===== src/rtl/mem_bus_arbiter_pkg.sv =====
// Shared types and constants for the two-requester AXI4 memory bus arbiter.
// Round-robin arbitration is selected with the MEM_ARB_RR_EN macro.
package mem_bus_arbiter_pkg;

    localparam int unsigned DEF_ADDR_W = 32;
    localparam int unsigned DEF_DATA_W = 32;
    localparam int unsigned DEF_LEN_W  = 8;

    localparam logic [1:0] RESP_OKAY   = 2'b00;
    localparam logic [1:0] RESP_SLVERR = 2'b10;
    localparam logic [1:0] RESP_DECERR = 2'b11;
    localparam logic [1:0] BURST_INCR  = 2'b01;

    typedef enum logic [2:0] {
        ST_IDLE  = 3'd0,
        ST_IF_AR = 3'd1,
        ST_IF_R  = 3'd2,
        ST_LS_AR = 3'd3,
        ST_LS_R  = 3'd4,
        ST_LS_W  = 3'd5,
        ST_LS_B  = 3'd6
    } arb_state_e;

    typedef enum logic {
        REQ_IFU = 1'b0,
        REQ_LSU = 1'b1
    } requester_e;

    // AXI size encoding: log2 of the bytes per beat.
    function automatic logic [2:0] axi_size(input int unsigned data_bytes);
        logic [2:0] size;
        size = 3'd0;
        for (int i = 0; i < 8; i++) begin
            if ((1 << i) == data_bytes) size = 3'(i);
        end
        return size;
    endfunction

endpackage


===== src/rtl/mem_bus_arbiter_pick.sv =====
// Combinational winner selection between fetch and LSU requests.
// MEM_ARB_RR_EN selects round-robin on collisions; otherwise the LSU has fixed priority.
module mem_bus_arb_pick
    import mem_bus_arbiter_pkg::*;
(
    input  logic       ifu_req,
    input  logic       lsu_req,
`ifdef MEM_ARB_RR_EN
    input  requester_e last_gnt,
`endif
    output logic       pick_ifu,
    output logic       pick_lsu
);

    always_comb begin
        pick_lsu = lsu_req;
        pick_ifu = ifu_req && !lsu_req;
`ifdef MEM_ARB_RR_EN
        // On a collision the requester that did not win last time goes first.
        if (ifu_req && lsu_req) begin
            pick_lsu = (last_gnt == REQ_IFU);
            pick_ifu = (last_gnt == REQ_LSU);
        end
`endif
    end

endmodule


===== src/rtl/mem_bus_arbiter.sv =====
// Shares one AXI4 master between instruction fetch (read bursts) and the LSU
// (single-beat read/write), one transaction at a time. Optional macro: MEM_ARB_RR_EN.
module mem_bus_arbiter
    import mem_bus_arbiter_pkg::*;
#(
    parameter int unsigned ADDR_W = DEF_ADDR_W,
    parameter int unsigned DATA_W = DEF_DATA_W,
    parameter int unsigned LEN_W  = DEF_LEN_W
) (
    input  logic                clock,
    input  logic                reset,

    input  logic                ifu_req,
    input  logic [ADDR_W-1:0]   ifu_addr,
    input  logic [LEN_W-1:0]    ifu_len,
    output logic                ifu_gnt,
    output logic                ifu_rvalid,
    output logic [DATA_W-1:0]   ifu_rdata,
    output logic                ifu_rlast,
    output logic                ifu_err,

    input  logic                lsu_req,
    input  logic                lsu_we,
    input  logic [ADDR_W-1:0]   lsu_addr,
    input  logic [DATA_W-1:0]   lsu_wdata,
    input  logic [DATA_W/8-1:0] lsu_wstrb,
    output logic                lsu_gnt,
    output logic                lsu_done,
    output logic [DATA_W-1:0]   lsu_rdata,
    output logic                lsu_err,

    output logic                m_arvalid,
    input  logic                m_arready,
    output logic [ADDR_W-1:0]   m_araddr,
    output logic [LEN_W-1:0]    m_arlen,
    output logic [2:0]          m_arsize,
    output logic [1:0]          m_arburst,

    input  logic                m_rvalid,
    output logic                m_rready,
    input  logic [DATA_W-1:0]   m_rdata,
    input  logic [1:0]          m_rresp,
    input  logic                m_rlast,

    output logic                m_awvalid,
    input  logic                m_awready,
    output logic [ADDR_W-1:0]   m_awaddr,

    output logic                m_wvalid,
    input  logic                m_wready,
    output logic [DATA_W-1:0]   m_wdata,
    output logic [DATA_W/8-1:0] m_wstrb,
    output logic                m_wlast,

    input  logic                m_bvalid,
    output logic                m_bready,
    input  logic [1:0]          m_bresp
);

    localparam logic [2:0] ARSIZE = axi_size(DATA_W / 8);

    arb_state_e          state_q, state_d;
    logic [ADDR_W-1:0]   addr_q, addr_d;
    logic [LEN_W-1:0]    len_q, len_d;
    logic [DATA_W-1:0]   wdata_q, wdata_d;
    logic [DATA_W/8-1:0] wstrb_q, wstrb_d;
    logic [LEN_W-1:0]    cnt_q, cnt_d;
    logic                overrun_q, overrun_d;
    logic                aw_done_q, aw_done_d;
    logic                w_done_q, w_done_d;
    logic                done_q, done_d;
    logic                err_q, err_d;
    logic [DATA_W-1:0]   rdata_q, rdata_d;

    logic                pick_ifu, pick_lsu;
    logic                lsu_req_eff;
    logic                beat_err;
    logic                aw_ok, w_ok;

    // The LSU only drops its request after seeing lsu_done, so ignore it in that cycle.
    assign lsu_req_eff = lsu_req && !done_q;

`ifdef MEM_ARB_RR_EN
    requester_e last_gnt_q, last_gnt_d;

    mem_bus_arb_pick u_pick (
        .ifu_req  (ifu_req),
        .lsu_req  (lsu_req_eff),
        .last_gnt (last_gnt_q),
        .pick_ifu (pick_ifu),
        .pick_lsu (pick_lsu)
    );
`else
    mem_bus_arb_pick u_pick (
        .ifu_req  (ifu_req),
        .lsu_req  (lsu_req_eff),
        .pick_ifu (pick_ifu),
        .pick_lsu (pick_lsu)
    );
`endif

    // NOTE: async reset clears the whole (small) datapath too, so no X ever reaches the bus.
    always_ff @(posedge clock or posedge reset) begin
        if (reset) begin
            state_q    <= ST_IDLE;
            addr_q     <= '0;
            len_q      <= '0;
            wdata_q    <= '0;
            wstrb_q    <= '0;
            cnt_q      <= '0;
            overrun_q  <= 1'b0;
            aw_done_q  <= 1'b0;
            w_done_q   <= 1'b0;
            done_q     <= 1'b0;
            err_q      <= 1'b0;
            rdata_q    <= '0;
`ifdef MEM_ARB_RR_EN
            last_gnt_q <= REQ_IFU;
`endif
        end else begin
            // NOTE: non-blocking so every register samples the pre-edge values.
            state_q    <= state_d;
            addr_q     <= addr_d;
            len_q      <= len_d;
            wdata_q    <= wdata_d;
            wstrb_q    <= wstrb_d;
            cnt_q      <= cnt_d;
            overrun_q  <= overrun_d;
            aw_done_q  <= aw_done_d;
            w_done_q   <= w_done_d;
            done_q     <= done_d;
            err_q      <= err_d;
            rdata_q    <= rdata_d;
`ifdef MEM_ARB_RR_EN
            last_gnt_q <= last_gnt_d;
`endif
        end
    end

    always_comb begin
        // NOTE: every output and next-state gets a default first, so no latches are inferred.
        state_d    = state_q;
        addr_d     = addr_q;
        len_d      = len_q;
        wdata_d    = wdata_q;
        wstrb_d    = wstrb_q;
        cnt_d      = cnt_q;
        overrun_d  = overrun_q;
        aw_done_d  = aw_done_q;
        w_done_d   = w_done_q;
        done_d     = 1'b0;
        err_d      = 1'b0;
        rdata_d    = rdata_q;
`ifdef MEM_ARB_RR_EN
        last_gnt_d = last_gnt_q;
`endif
        beat_err   = (m_rresp != RESP_OKAY);
        aw_ok      = aw_done_q || m_awready;
        w_ok       = w_done_q || m_wready;

        ifu_gnt    = 1'b0;
        lsu_gnt    = 1'b0;
        ifu_rvalid = 1'b0;
        ifu_rlast  = 1'b0;
        ifu_err    = 1'b0;
        m_arvalid  = 1'b0;
        m_rready   = 1'b0;
        m_awvalid  = 1'b0;
        m_wvalid   = 1'b0;
        m_bready   = 1'b0;

        unique case (state_q)
            ST_IDLE: begin
                cnt_d     = '0;
                overrun_d = 1'b0;
                aw_done_d = 1'b0;
                w_done_d  = 1'b0;
                if (pick_lsu) begin
                    lsu_gnt = 1'b1;
                    addr_d  = lsu_addr;
                    len_d   = '0;
                    wdata_d = lsu_wdata;
                    wstrb_d = lsu_wstrb;
                    state_d = lsu_we ? ST_LS_W : ST_LS_AR;
`ifdef MEM_ARB_RR_EN
                    last_gnt_d = REQ_LSU;
`endif
                end else if (pick_ifu) begin
                    ifu_gnt = 1'b1;
                    addr_d  = ifu_addr;
                    len_d   = ifu_len;
                    state_d = ST_IF_AR;
`ifdef MEM_ARB_RR_EN
                    last_gnt_d = REQ_IFU;
`endif
                end
            end

            ST_IF_AR: begin
                m_arvalid = 1'b1;
                if (m_arready) state_d = ST_IF_R;
            end

            ST_IF_R: begin
                m_rready   = 1'b1;
                ifu_rvalid = m_rvalid;
                ifu_rlast  = m_rvalid && m_rlast;
                if (m_rvalid) begin
                    if (m_rlast) begin
                        // Short or long bursts are flagged on the closing beat.
                        ifu_err = beat_err || overrun_q || (cnt_q != len_q);
                        state_d = ST_IDLE;
                    end else begin
                        ifu_err = beat_err;
                        if (cnt_q == len_q) overrun_d = 1'b1;
                        cnt_d = cnt_q + LEN_W'(1);
                    end
                end
            end

            ST_LS_AR: begin
                m_arvalid = 1'b1;
                if (m_arready) state_d = ST_LS_R;
            end

            ST_LS_R: begin
                m_rready = 1'b1;
                if (m_rvalid) begin
                    rdata_d = m_rdata;
                    err_d   = beat_err;
                    done_d  = 1'b1;
                    state_d = ST_IDLE;
                end
            end

            ST_LS_W: begin
                m_awvalid = !aw_done_q;
                m_wvalid  = !w_done_q;
                aw_done_d = aw_ok;
                w_done_d  = w_ok;
                if (aw_ok && w_ok) state_d = ST_LS_B;
            end

            ST_LS_B: begin
                m_bready = 1'b1;
                if (m_bvalid) begin
                    err_d   = (m_bresp != RESP_OKAY);
                    done_d  = 1'b1;
                    state_d = ST_IDLE;
                end
            end

            default: state_d = ST_IDLE;
        endcase
    end

    assign ifu_rdata = m_rdata;
    assign lsu_done  = done_q;
    assign lsu_err   = err_q;
    assign lsu_rdata = rdata_q;
    assign m_araddr  = addr_q;
    assign m_arlen   = len_q;
    assign m_arsize  = ARSIZE;
    assign m_arburst = BURST_INCR;
    assign m_awaddr  = addr_q;
    assign m_wdata   = wdata_q;
    assign m_wstrb   = wstrb_q;
    assign m_wlast   = 1'b1;

endmodule


===== config.mk =====
export PLATFORM = sky130hd
export DESIGN_NAME = mem_bus_arbiter
export DESIGN_NICKNAME = d
export VERILOG_FILES = /design/src/rtl/mem_bus_arbiter_pkg.sv /design/src/rtl/mem_bus_arbiter_pick.sv /design/src/rtl/mem_bus_arbiter.sv
export SDC_FILE = /design/constraint.sdc
export NUM_CORES = 1
export LEC_CHECK = 0
export BUFFER_PORTS_ARGS = -buffer_cell sky130_fd_sc_hd__buf_2
export CAP_MARGIN = 20
export CORE_AREA = 2 2 136 138
export DETAILED_ROUTE_END_ITERATION = 10
export DIE_AREA = 0 0 138 140
export PLACE_DENSITY = 0.59
export RECOVER_POWER = 25
export SYNTH_ARGS = -nofsm -noshare
export SYNTH_HDL_FRONTEND = slang
export SYNTH_SLANG_ARGS = --single-unit

===== constraint.sdc =====
create_clock -name clock -period 4.9 [get_ports clock]
set_clock_uncertainty 0.2 [all_clocks]
set_input_delay 0.245 -clock clock [delete_from_list [all_inputs] [get_ports clock]]
set_output_delay 0.245 -clock clock [all_outputs]
set_load 0.005 [all_outputs]

==> impl_metrics.toml <==
[run_status]
status = "finished clean"

[sta]
whs_ps = 7.442
fin_crit_sh_pct = 66.72
finalCriticalPeriod_ps = 3269
setup_ws_ps = 1631
slew_violations = 0
tightest_slew_ps = 832.9
setup_viol = 0
rsz0062_at_grt = "no"
slew_headroom_pct = 44.26
setup_tns_ps = 0
fmaxAchievable_ghz = 0.3059
hold_violations = 0

[floorplanning]
die-area_sq_um = 19320
ios = 345
initial_core_util_pct = 32.86
design.core.area_sq_um = 17780
die_h_um = 140
die_w_um = 138
rows = 49

[logic_synthesis]
ys_warn_count = 0
synth_area_per_cell_sq_um = 11.80
synthXorXnorAreaFrac_pct = 2.099
synthMuxAreaShare_pct = 18.76
synthAdderAreaFrac_pct = 0.2142
yosys_most_used_dff = "dfrtp_1"
netlist_area_sq_um = 5842
synth-seq-area-share_pct = 53.12
synthSimpleGateAreaFrac_pct = 6.126
synth_compound_gate_area_share_pct = 8.075
syn_inst = 495
synth-async-reset-ratio_pct = 100.0
ys_seq_elements = 124
synth_top_family_by_area = "multiplexers"
synth_edf_count = 0
yosysUniqueCellTypes = 36

[run]
maxCapViolCount = 0

[worst_setup_path]
path_max_fanout = 34
arrival_ps = 3400
cp-end-kind = "flip-flop"
start_kind = "flip-flop"
critical_path_class = "reg -> reg"
cp_data_required_time_ps = 5040

[power]
power_frac_seq_pct = 38.5
p_total_mw = 4.753
power_frac_comb_pct = 36.7
p_leak_nw = 4.636
powerDensity_nw_per_um2 = 511.6
ir_drop_uv = 245.5
p_sw_share_pct = 33.97
p_clk_share_pct = 24.8
switching_power_mw = 1.614
internal_power_mw = 3.139

[global_routing]
first_global_vias = 5177
grt_pass1_wl_mm = 26.72
grt_overflow = 0
grt_usage_pct = 17.10
grt_max_degree = 78
antenna_found_initial = 0

[layout]
final_util_pct = 52.25
fin_nets = 1069
layout-drive-gt1-share_pct = 39.78
syn_to_final_growth_pct = 59.03

[drt]
wl_met1_mm = 7.158
routed-wl-met3_um = 926
drt_first_pass_iters = 6
top_layer_used = "met4"
drt-initial-drc-count = 157
routed_wl_mm = 16.95
wl_per_cell_um = 14.68
drc = 0
wl_met2_mm = 8.669
avgViaCountPerCell = 4.426
drtAntennaViolNets = 0
vias = 5112

[clock_tree]
clock-sinks = 124
cts_buffers = 17
cts_tree = "built"
htreeDepth = 4
cts-root-buf = "clkbuf_16"
clkLatencyLatePin_ps = 400
postCtsResizedCells = 0
clock_path_buffers = 2
clk_pin_slew_worst_paths_ps = 60
post-cts-setup-buffers = 0

[worst_hold_path]
hold_class = "in -> reg"

[place]
dpl.hpwl_mm = 11.24
preCtsSetupSlack_ps = 2409
gp_congestion = 0.7697
port_buffers = 338
## cells by family (layout without fill, tap and decap cells)
logic type | count (synthesis) | after routing
compound gates | 72 | 72
xor+xnor | 14 | 14
fa+ha+maj | 1 | 1
buf+inv | 101 | 527
flops | 124 | 124
mux | 101 | 101
other cells | 2 | 7
simple gates | 80 | 80
## worst max-delay path, stage by stage, from the launching register on
cell	delay, ps
dfrtp_1	670
nor2b_1	440
and3_1	200
buf_4	390
o21ai_1	110
dlygate4sd3_1	570
o21ai_1	70
dlygate4sd3_1	550
## cells in the mapped netlist, types with 2 or more instances
cell type	count	area, sq um
buf_4	73	548.0
nor3_1	3	15.01
conb_1	2	7.510
o21ai_0	7	35.03
nand4_1	3	18.77
o31a_1	2	17.52
nand3_1	4	20.02
nand2b_1	3	18.77
dfrtp_1	124	3103
buf_2	8	40.04
nand2_1	44	165.2
o2bb2ai_1	2	17.52
mux2_1	68	765.7
a21oi_1	5	25.02
inv_1	3	11.26
o21ai_1	36	180.2
nor2_1	13	48.80
a22o_1	11	96.34
xnor2_1	14	122.6
nor2b_1	2	12.51
clkbuf_1	15	56.30
or2_1	2	12.51
mux2i_1	33	330.3
and3_1	3	18.77
a2111oi_2	4	60.06
## repair_timing
item,CTS,global route
endpoints found under the setup margin,0,0
hold buffers,148,0
hold endpoints to repair,189,0
## sequential cells by signal, summed over array words and instances (netlist names)
name,flops
m_wstrb,4
m_araddr,32
lsu_done,1
cnt_q,8
lsu_err,1
state_q,3
lsu_rdata,32
m_wdata,32
w_done_q,1
m_arlen,8
aw_done_q,1
overrun_q,1
## per-layer routing
layer | global-route usage (%) | up-vias
met1 | 21.04 | 2435
met2 | 29.99 | 189
met5 | 0 | -
li1 | - | 2471
met4 | 4.243 | 0
met3 | 4.547 | 17
## metrics by stage
| step | cell area (sq um) | std cells |
|---|---|---|
| 2_1_floorplan | 5857 | 499 |
| 3_3_place_gp | 7243 | 974 |
| 3_5_place_dp | 7243 | 974 |
| 4_1_cts | 9284 | 1153 |
| 5_1_grt | 9288 | 1154 |
| 6_report | 9290 | 1155 |
## final cells by class
cell class              instances  area (sq um)
diodes                          1         2.502
clock buffers                  18         439.2
clock inverters                13         120.1
fillers                      1581          8489
inverters                       4         16.27
multi-input cells             274          2107
flip-flops and latches        124          3103
well taps                     229         286.5
repair buffers                492          3216
## power groups by stage
| stage | clock [mW] | sequential [mW] | combinational [mW] |
|---|---|---|---|
| finish | 1.18 | 1.83 | 1.74 |
| global route | 1.26 | 1.90 | 1.94 |
| CTS | 1.21 | 1.83 | 1.78 |
| detailed placement | 0 | 1.84 | 1.66 |
| global placement | 0 | 1.83 | 1.63 |
| floorplan | 0 | 1.80 | 1.02 |
## worst paths after layout
path,from,end,slack [ps],depth (start not counted)
worst max register to register,state_q[1]$_DFFE_PP0P_,lsu_err$_DFF_PP0_,1630,7
max in group asynchronous,reset,m_wdata[10]$_DFFE_PP0P_,2890,5
min in group asynchronous,reset,state_q[0]$_DFFE_PP0P_,230,3
worst max-delay path,state_q[1]$_DFFE_PP0P_,lsu_err$_DFF_PP0_,1630,7
worst min register to register,m_wdata[3]$_DFFE_PP0P_,m_wdata[3]$_DFFE_PP0P_,280,1
worst min-delay path,m_arready,state_q[0]$_DFFE_PP0P_,7,4
## layout by cell type (no fill, tap or decap), types with 4 or more instances in the layout
master	synthesis	final
buf_2	8	320
dlygate4sd3_1	0	148
dfrtp_1	124	124
mux2_1	68	68
nand2_1	44	44
o21ai_1	36	35
mux2i_1	33	33
clkbuf_16	0	17
clkbuf_1	15	17
xnor2_1	14	14
nor2_1	13	13
a22o_1	11	11
o21ai_0	7	7
conb_1	2	6
a21oi_1	5	5
clkinv_4	0	5
buf_4	73	5
nand3_1	4	4
a2111oi_2	4	4
Note: power is estimated with default switching activity, not from simulation.
